## config.mk

```make
export PLATFORM = sky130hd
export DESIGN_NAME = rr_arbiter16
export DESIGN_NICKNAME = d
export VERILOG_FILES = /design/src/rtl/cpu_pkg.sv /design/src/rtl/rr_pick16.sv /design/src/rtl/rr_arbiter16.sv
export SDC_FILE = /design/constraint.sdc
export NUM_CORES = 1
export LEC_CHECK = 0
export CORE_ASPECT_RATIO = 0.6
export CORE_MARGIN = 1
export CORE_UTILIZATION = 42
export DETAILED_ROUTE_END_ITERATION = 12
export PLACE_DENSITY = 0.65
export SLEW_MARGIN = 20
export SYNTH_ARGS = -nofsm -noshare
export SYNTH_HDL_FRONTEND = slang
export SYNTH_SLANG_ARGS = --single-unit
export TNS_END_PERCENT = 20
```

## constraint.sdc

```tcl
create_clock -name clk -period 6.5 [get_ports clk]
set_input_delay 1.3 -clock clk [delete_from_list [all_inputs] [get_ports clk]]
set_output_delay 1.3 -clock clk [all_outputs]
set_load 0.01 [all_outputs]
```

## src/rtl/cpu_pkg.sv

```systemverilog
// Shared definitions for the 16-way round-robin arbiter.
package cpu_pkg;

    localparam int N_REQ = 16;
    localparam int IDX_W = 4;

    typedef enum logic [1:0] {
        IDLE    = 2'd0,
        GRANT   = 2'd1,
        RELEASE = 2'd2
    } arb_state_e;

    // Decode a requester index into a one-hot grant vector.
    function automatic logic [N_REQ-1:0] idx2onehot(input logic [IDX_W-1:0] idx);
        return N_REQ'(1) << idx;
    endfunction

endpackage

```

## src/rtl/rr_pick16.sv

```systemverilog
// Combinational round-robin pick: first set request bit at or after ptr.
module rr_pick16
    import cpu_pkg::*;
(
    input  logic [N_REQ-1:0] req_i,
    input  logic [IDX_W-1:0] ptr_i,
    output logic [IDX_W-1:0] winner_o,
    output logic             any_o
);

    logic [N_REQ-1:0] rot;
    logic [IDX_W-1:0] off;

    // Rotate so ptr lands at bit 0, take the lowest set bit, then undo the rotation.
    always_comb begin
        rot = N_REQ'({req_i, req_i} >> ptr_i);
        off = '0;
        for (int i = N_REQ - 1; i >= 0; i--) begin
            if (rot[i]) off = IDX_W'(i);
        end
        winner_o = off + ptr_i;
        any_o    = |req_i;
    end

endmodule

```

## src/rtl/rr_arbiter16.sv

```systemverilog
// 16-requester round-robin arbiter with hold timeout and one-cycle turnaround.
module rr_arbiter16
    import cpu_pkg::*;
#(
    parameter int MAX_HOLD = 15,
    parameter int HOLD_W   = 4
) (
    input  logic             clk,
    input  logic             rst_n,
    input  logic             en,
    input  logic [N_REQ-1:0] req,
    output logic [N_REQ-1:0] grant,
    output logic [IDX_W-1:0] grant_id,
    output logic             grant_valid,
    output logic             preempt
);

    arb_state_e        state_q, state_d;
    logic [IDX_W-1:0]  ptr_q, ptr_d;
    logic [HOLD_W-1:0] hold_q, hold_d;
    logic [IDX_W-1:0]  id_q, id_d;
    logic              vld_q, vld_d;
    logic              pre_q, pre_d;

    logic [IDX_W-1:0]  pick_id;
    logic              pick_any;
    logic              timeout;

    rr_pick16 u_pick (
        .req_i    (req),
        .ptr_i    (ptr_q),
        .winner_o (pick_id),
        .any_o    (pick_any)
    );

    assign timeout = (MAX_HOLD != 0) && (hold_q == HOLD_W'(MAX_HOLD - 1));

    // Next-state logic: arbitrate in IDLE, hold/release/timeout in GRANT, dead cycle in RELEASE.
    always_comb begin
        state_d = state_q;
        ptr_d   = ptr_q;
        hold_d  = hold_q;
        id_d    = id_q;
        vld_d   = vld_q;
        pre_d   = 1'b0;
        case (state_q)
            IDLE: begin
                hold_d = '0;
                if (en && pick_any) begin
                    id_d    = pick_id;
                    vld_d   = 1'b1;
                    state_d = GRANT;
                end
            end
            GRANT: begin
                // Release wins over a coincident timeout, so preempt only fires while req is still high.
                if (!req[id_q]) begin
                    id_d    = '0;
                    vld_d   = 1'b0;
                    ptr_d   = id_q + IDX_W'(1);
                    state_d = RELEASE;
                end else if (timeout) begin
                    id_d    = '0;
                    vld_d   = 1'b0;
                    pre_d   = 1'b1;
                    ptr_d   = id_q + IDX_W'(1);
                    state_d = RELEASE;
                end else begin
                    hold_d = hold_q + HOLD_W'(1);
                end
            end
            RELEASE: begin
                hold_d  = '0;
                state_d = IDLE;
            end
            default: begin
                state_d = IDLE;
                vld_d   = 1'b0;
                id_d    = '0;
            end
        endcase
    end

    // State and output registers; reset drops any grant immediately.
    always_ff @(posedge clk or negedge rst_n) begin
        if (!rst_n) begin
            state_q <= IDLE;
            ptr_q   <= '0;
            hold_q  <= '0;
            id_q    <= '0;
            vld_q   <= 1'b0;
            pre_q   <= 1'b0;
        end else begin
            state_q <= state_d;
            ptr_q   <= ptr_d;
            hold_q  <= hold_d;
            id_q    <= id_d;
            vld_q   <= vld_d;
            pre_q   <= pre_d;
        end
    end

    assign grant       = vld_q ? idx2onehot(id_q) : '0;
    assign grant_id    = id_q;
    assign grant_valid = vld_q;
    assign preempt     = pre_q;

endmodule

```

== Yosys cells after proc, flatten, opt, wreduce, memory -nomap -nowiden ==
Index checks and enable logic that the tools add are counted.

* Eq/ne operators: 8
* Magnitude comparators: 1
* Muxes and demuxes: 39
* Shifts and indexed selects: 2
* Reduce and logical (&&, ||, !) cells: 9
* Add/sub/neg operators: 3
* Div/mod/pow operators: 0
* Multipliers: 0
* Bitwise logic cells: 1

{| class="wikitable"
|+ Operators with widths
! kind !! number
|-
| $mux W4 || 23
|-
| $shr A32 B4 Y16 || 1
|-
| $mux W16 || 1
|-
| $reduce_or A16 Y1 || 1
|-
| $shl A1 B4 Y16 const A || 1
|-
| $pmux W4 S3 || 1
|-
| $add A4 B1 Y4 const B || 2
|-
| $ne A2 B2 Y1 const B || 4
|-
| $pmux W4 S2 || 1
|-
| $mux W1 || 7
|-
| $mux W2 || 3
|-
| $reduce_and A3 Y1 || 2
|-
| $lt A4 B5 Y1 const B || 1
|-
| $add A4 B4 Y4 || 1
|-
| $bmux W1 S4 || 1
|-
| $eq A4 B4 Y1 const B || 1
|-
| $pmux W2 S2 || 1
|-
| $reduce_and A2 Y1 || 2
|-
| $ne A3 B3 Y1 const B || 1
|-
| $pmux W1 S3 || 1
|-
| $eq A2 B1 Y1 const B || 1
|-
| $eq A2 B2 Y1 const B || 1
|-
| $logic_not A2 Y1 || 1
|-
| $reduce_bool A2 Y1 || 1
|-
| other kinds (3) || 3
|}

* Word-level logic and storage cells: 69
* Bits in latches: 0
* Bits in registers: 16
* ROM bits: 0
* RAM bits: 0
* Input port bits: 19
* Output and inout port bits: 22
* Memories kept: 0

== Longest topological paths before layout ==
* Depth after elaboration: 20
* Depth in mapped cells: 15
* Mapped depth without buffers: 13

== Cells and area by module ==
Synthesis repeated with hierarchy kept, for this count alone.

* Cell total of the unflattened synthesis: 209
* Area total of the unflattened synthesis: 2344.7 µm²

{| class="wikitable"
|+ Modules (own cells, without submodules)
! module !! instances !! sequential area each (µm²) !! area an instance (µm²) !! cells an instance
|-
| rr_pick16 || 1 || 0.0 || 1181.1 || 99
|-
| rr_arbiter16 || 1 || 400.4 || 1163.6 || 110
|}

== Worst setup path before layout ==
No wires, ideal clock.

* Kind: input port to flip-flop
* Start: input port req[0]
* End: register id_q[3] (netlist: grant_id[3])
* Buffers on the path: 0
* Cell stages on the path: 12
* Setup slack: 2569 ps
* Data required time: 6431 ps
* Setup time: 69 ps
* Arrival time: 3862 ps
* Cell sequence: mux4_2 > mux2_2 > o32ai_1 > o221ai_1 > a21oi_1 > ha_1 > a21o_1 > a21oi_1 > xor2_1 > nor2b_1 > o2111ai_1 > nand3_1

* Word-level cells in the longest chain between the ends: 20
* Elaborated cells between the ends (all ways): 28
* Those cells by class: add/sub (1); eq/ne (2); shift (1); mux (21); reduce/logical (3)

{| class="wikitable"
|+ Ends and longest elaborated chain
! item !! RTL line !! text
|-
| from (decl) || rr_arbiter16.sv:11 || <nowiki>input logic [N_REQ-1:0] req,</nowiki>
|-
| $shr A32 B4 Y16 || rr_pick16.sv:16 || <nowiki>rot = N_REQ'({req_i, req_i} >> ptr_i);</nowiki>
|-
| $mux W4 (16 in series) || rr_pick16.sv:19 || <nowiki>if (rot[i]) off = IDX_W'(i);</nowiki>
|-
| $add A4 B4 Y4 || rr_pick16.sv:21 || <nowiki>winner_o = off + ptr_i;</nowiki>
|-
| $mux W4 || rr_arbiter16.sv:49 || <nowiki>if (en && pick_any) begin</nowiki>
|-
| $pmux W4 S3 || rr_arbiter16.sv:46 || <nowiki>case (state_q)</nowiki>
|-
| to (signal assigned) || rr_arbiter16.sv:97 || <nowiki>id_q <= id_d;</nowiki>
|-
| to (decl) || rr_arbiter16.sv:21 || <nowiki>logic [IDX_W-1:0] id_q, id_d;</nowiki>
|}

Parallel ways exist; a longest one is shown, timed or not. The select of a mux whose other input is x is not followed.
A chain may end at the register's enable or synchronous reset.

== Worst setup path in the final report ==
* Start: input port req[14]
* End: register id_q[3] (netlist: grant_id[3])

The elaborated chain is that of the path after synthesis.

==> summary.txt <==
Route
  – Vias/cell: 6.13
  – WL per Instance: 16.7 um
  – Routed WL: 5.55 mm
  – DR iter-0 viols: 116
  – First-pass DRT Iterations: 5
  – DRT antenna net count: 0
  – DRC violations left: 0
  – DR vias: 2,034

Critical path
  – Worst EP required: 6690 ps
  – Critical path peak fanout: 7
  – Critical path type: in2reg
  – Crit path DAT: 4750 ps
  – Crit. End Element: register
  – Startpoint types: primary input

Final layout
  – Final Util: 53.5%
  – Commonest non-fill, non-tap cell in the layout: clkdlybuf4s50_1
  – Layout cells sized above 1: 15.8%
  – Most frequent cells in the layout: clkdlybuf4s50_1 (40), nor2_1 (24), mux4_2 (21), mux2i_1 (21), nand2_1 (19)
  – Fin nets: 298
  – Fill cells: 466
  – P&R area growth vs syn: 21.1%
  – # diodes: 0

Power and ir drop
  – Peak supply drop: 0.225 mV
  – P_sw: 628 uW
  – P_leak: 0.00106 uW
  – Pwr Density: 475 nW/um^2
  – Seq pwr share: 18.0%
  – Sw Ratio: 48.4%
  – Clock power frac: 6.8%
  – Internal power: 669 uW
  – Gate power share: 75.2%

Timing
  – Fin crit period: 4570 ps
  – Final setup fails: 0
  – Final hold slack: 612 ps
  – Clock skew: 2.32 ps
  – Fin. max-slew vios: 0
  – Slew Limit Headroom: 43.1%
  – Slew @ Worst Pin: 854 ps
  – F_max: 219 MHz
  – RSZ-0062 raised after global routing: false
  – Setup TNS: 0 ps
  – Final Hold Vio Count: 0
  – Final setup margin: 1930 ps
  – Fin crit share: 70.2%

Floorplan
  – Die H: 58.8 um
  – Die Width: 96.6 um
  – Core box area: 5100 um^2
  – Row count: 20
  – Initial core utilization: 44.2%
  – I/O pin count: 41
  – Die area: 5680 um^2

Clock network
  – Post-CTS setup buffer count: 0
  – Post-CTS Hold Fix Bufs: 0
  – Worst-skew pair later-pin latency: 250 ps
  – CTS H-tree depth: 1
  – Post-CTS Resized: 0
  – CTS tree: yes
  – CTS clk-pin slew, worst paths: 60 ps
  – CTS Buf Count: 3
  – CTS root buffer: clkbuf_8
  – CTS Buffer Depth: 2
  – TritonCTS Sinks: 16

Placement
  – PortBufs: 40
  – Post-place setup slack: 1700 ps
  – Gpl congestion: 0.883
  – Hpwl dp: 4.40 mm

Synth
  – Synthesized area per cell: 9.60 um^2
  – Ys flop type: dfrtp_1
  – FFs w/ async S/R, synth: 100%
  – Post-synth EDFFs: 0
  – Ys Warns: 0
  – Syn_nets: 266
  – Post-synthesis register bit count: 16
  – Unique masters post-synth: 55
  – Mapped Area: 2260 um^2
  – Syn Inst Count: 235
  – Register area share after synthesis: 17.7%

Global routing
  – Remaining global-route overflow: 0
  – Vias in the first global route: 1,772
  – Pin count of the biggest net entering global routing: 23
  – Initial antenna violation count: 0
  – Global-route wire length before repair: 9.05 mm
  – GRT Util Overall: 19.8%

Outcome
  – Status: finished clean

Worst hold path
  – Worst hold path class: reg2reg

Job
  – Number of max-cap violations: 0
==> cell families after synthesis <==
| group | count (synthesis) | share of synthesized area (%) |
|---|---|---|
| AO/OA/AOI/OAI | 41 | 14.4 |
| XOR/XNOR | 6 | 2.33 |
| adder cells (fa/ha/maj) | 12 | 6.99 |
| buffers and inverters | 24 | 4.71 |
| flip-flops | 16 | 17.7 |
| multiplexers | 53 | 35.9 |
| AND/OR/NAND/NOR | 83 | 17.9 |
==> cell usage after synthesis (all sizes together) (2+ instances only) <==
library cell	count	area share, %
nor2	24	4.0
nand2b	4	1.1
inv	9	1.5
a21o	3	1.0
and2	5	1.4
mux4	21	21
o211ai	2	0.67
a211o	2	0.78
dfrtp	16	18
mux2i	21	9.3
clkbuf	8	1.3
o21ai	4	0.89
xnor2	5	1.9
a211oi	4	1.6
nor3	5	1.1
nand3	8	1.8
buf	6	1.7
mux2	11	5.7
nand4	3	0.83
nand2	19	3.2
a21oi	8	2.3
o2111ai	2	0.78
nor4	4	1.1
nor2b	2	0.55
or3	2	0.55
nor3b	2	0.67
ha	11	6.1
o21a	4	1.3
==> registers in the layout, summed over array words and instances, names as in the netlist <==
register / cells
state_q: 2
hold_q: 4
grant_valid: 1
ptr_q: 4
preempt: 1
grant_id: 4
==> through the flow <==
step / total power [uW] / instance area [um^2] / instances
2_1_floorplan: 973 / 2260 / 235
3_3_place_gp: 1210 / 2680 / 328
3_5_place_dp: 1200 / 2680 / 328
4_1_cts: 1290 / 2730 / 332
5_1_grt: 1400 / 2730 / 332
6_report: 1300 / 2730 / 332
==> worst max-delay path, cell delays in order <==
cell and delay [ps]:
clkdlybuf4s50_1 520, mux4_2 560, mux2_4 320, o32ai_1 400, o221ai_1 210, a21oi_1 280, ha_1 280, a21o_1 150
a21oi_1 160, xor2_1 190, nor2b_1 150, o2111ai_1 120, nand3_1 90
==> final timing paths <==
check / from / end / slack, ps / depth (start not counted)
setup / recovery: req[14] / grant_id[3] / 1930 / 13
hold / removal: state_q[0] / state_q[0] / 610 / 2
setup reg to reg: ptr_q[3] / grant_id[3] / 2710 / 11
hold reg to reg: state_q[0] / state_q[0] / 610 / 2
max in group asynchronous: rst_n / state_q[0] / 4560 / 1
min in group asynchronous: rst_n / hold_q[3] / 1480 / 1
==> layout make-up <==
cell class / instances / area [um^2] / area share, %
clock buffers: 4 / 55.1 / 2.01
repair buffers: 41 / 408 / 14.9
inverters: 10 / 37.5 / 1.37
multi-input cells: 195 / 1750 / 64.0
well taps: 66 / 82.6 / 3.02
flip-flops and latches: 16 / 400 / 14.7
==> power groups by stage <==
stage | Combinational [uW] | Sequential [uW] | Clock, uW
global route | 1060 | 245 | 94.5
detailed placement | 968 | 234 | 0
finish | 976 | 233 | 88.4
floorplan | 800 | 174 | 0
CTS | 970 | 232 | 90.0
global placement | 971 | 235 | 0
==> layer usage <==
layer | vias up | global-route usage, % | wire length (um)
li1 | 955 | - | -
met1 | 977 | 32.7 | 2940
met2 | 98 | 28.2 | 2180
met3 | 4 | 2.61 | 413
met4 | 0 | 1.28 | 15
met5 | - | 0 | 0
Power figures use the tool's default switching activity.
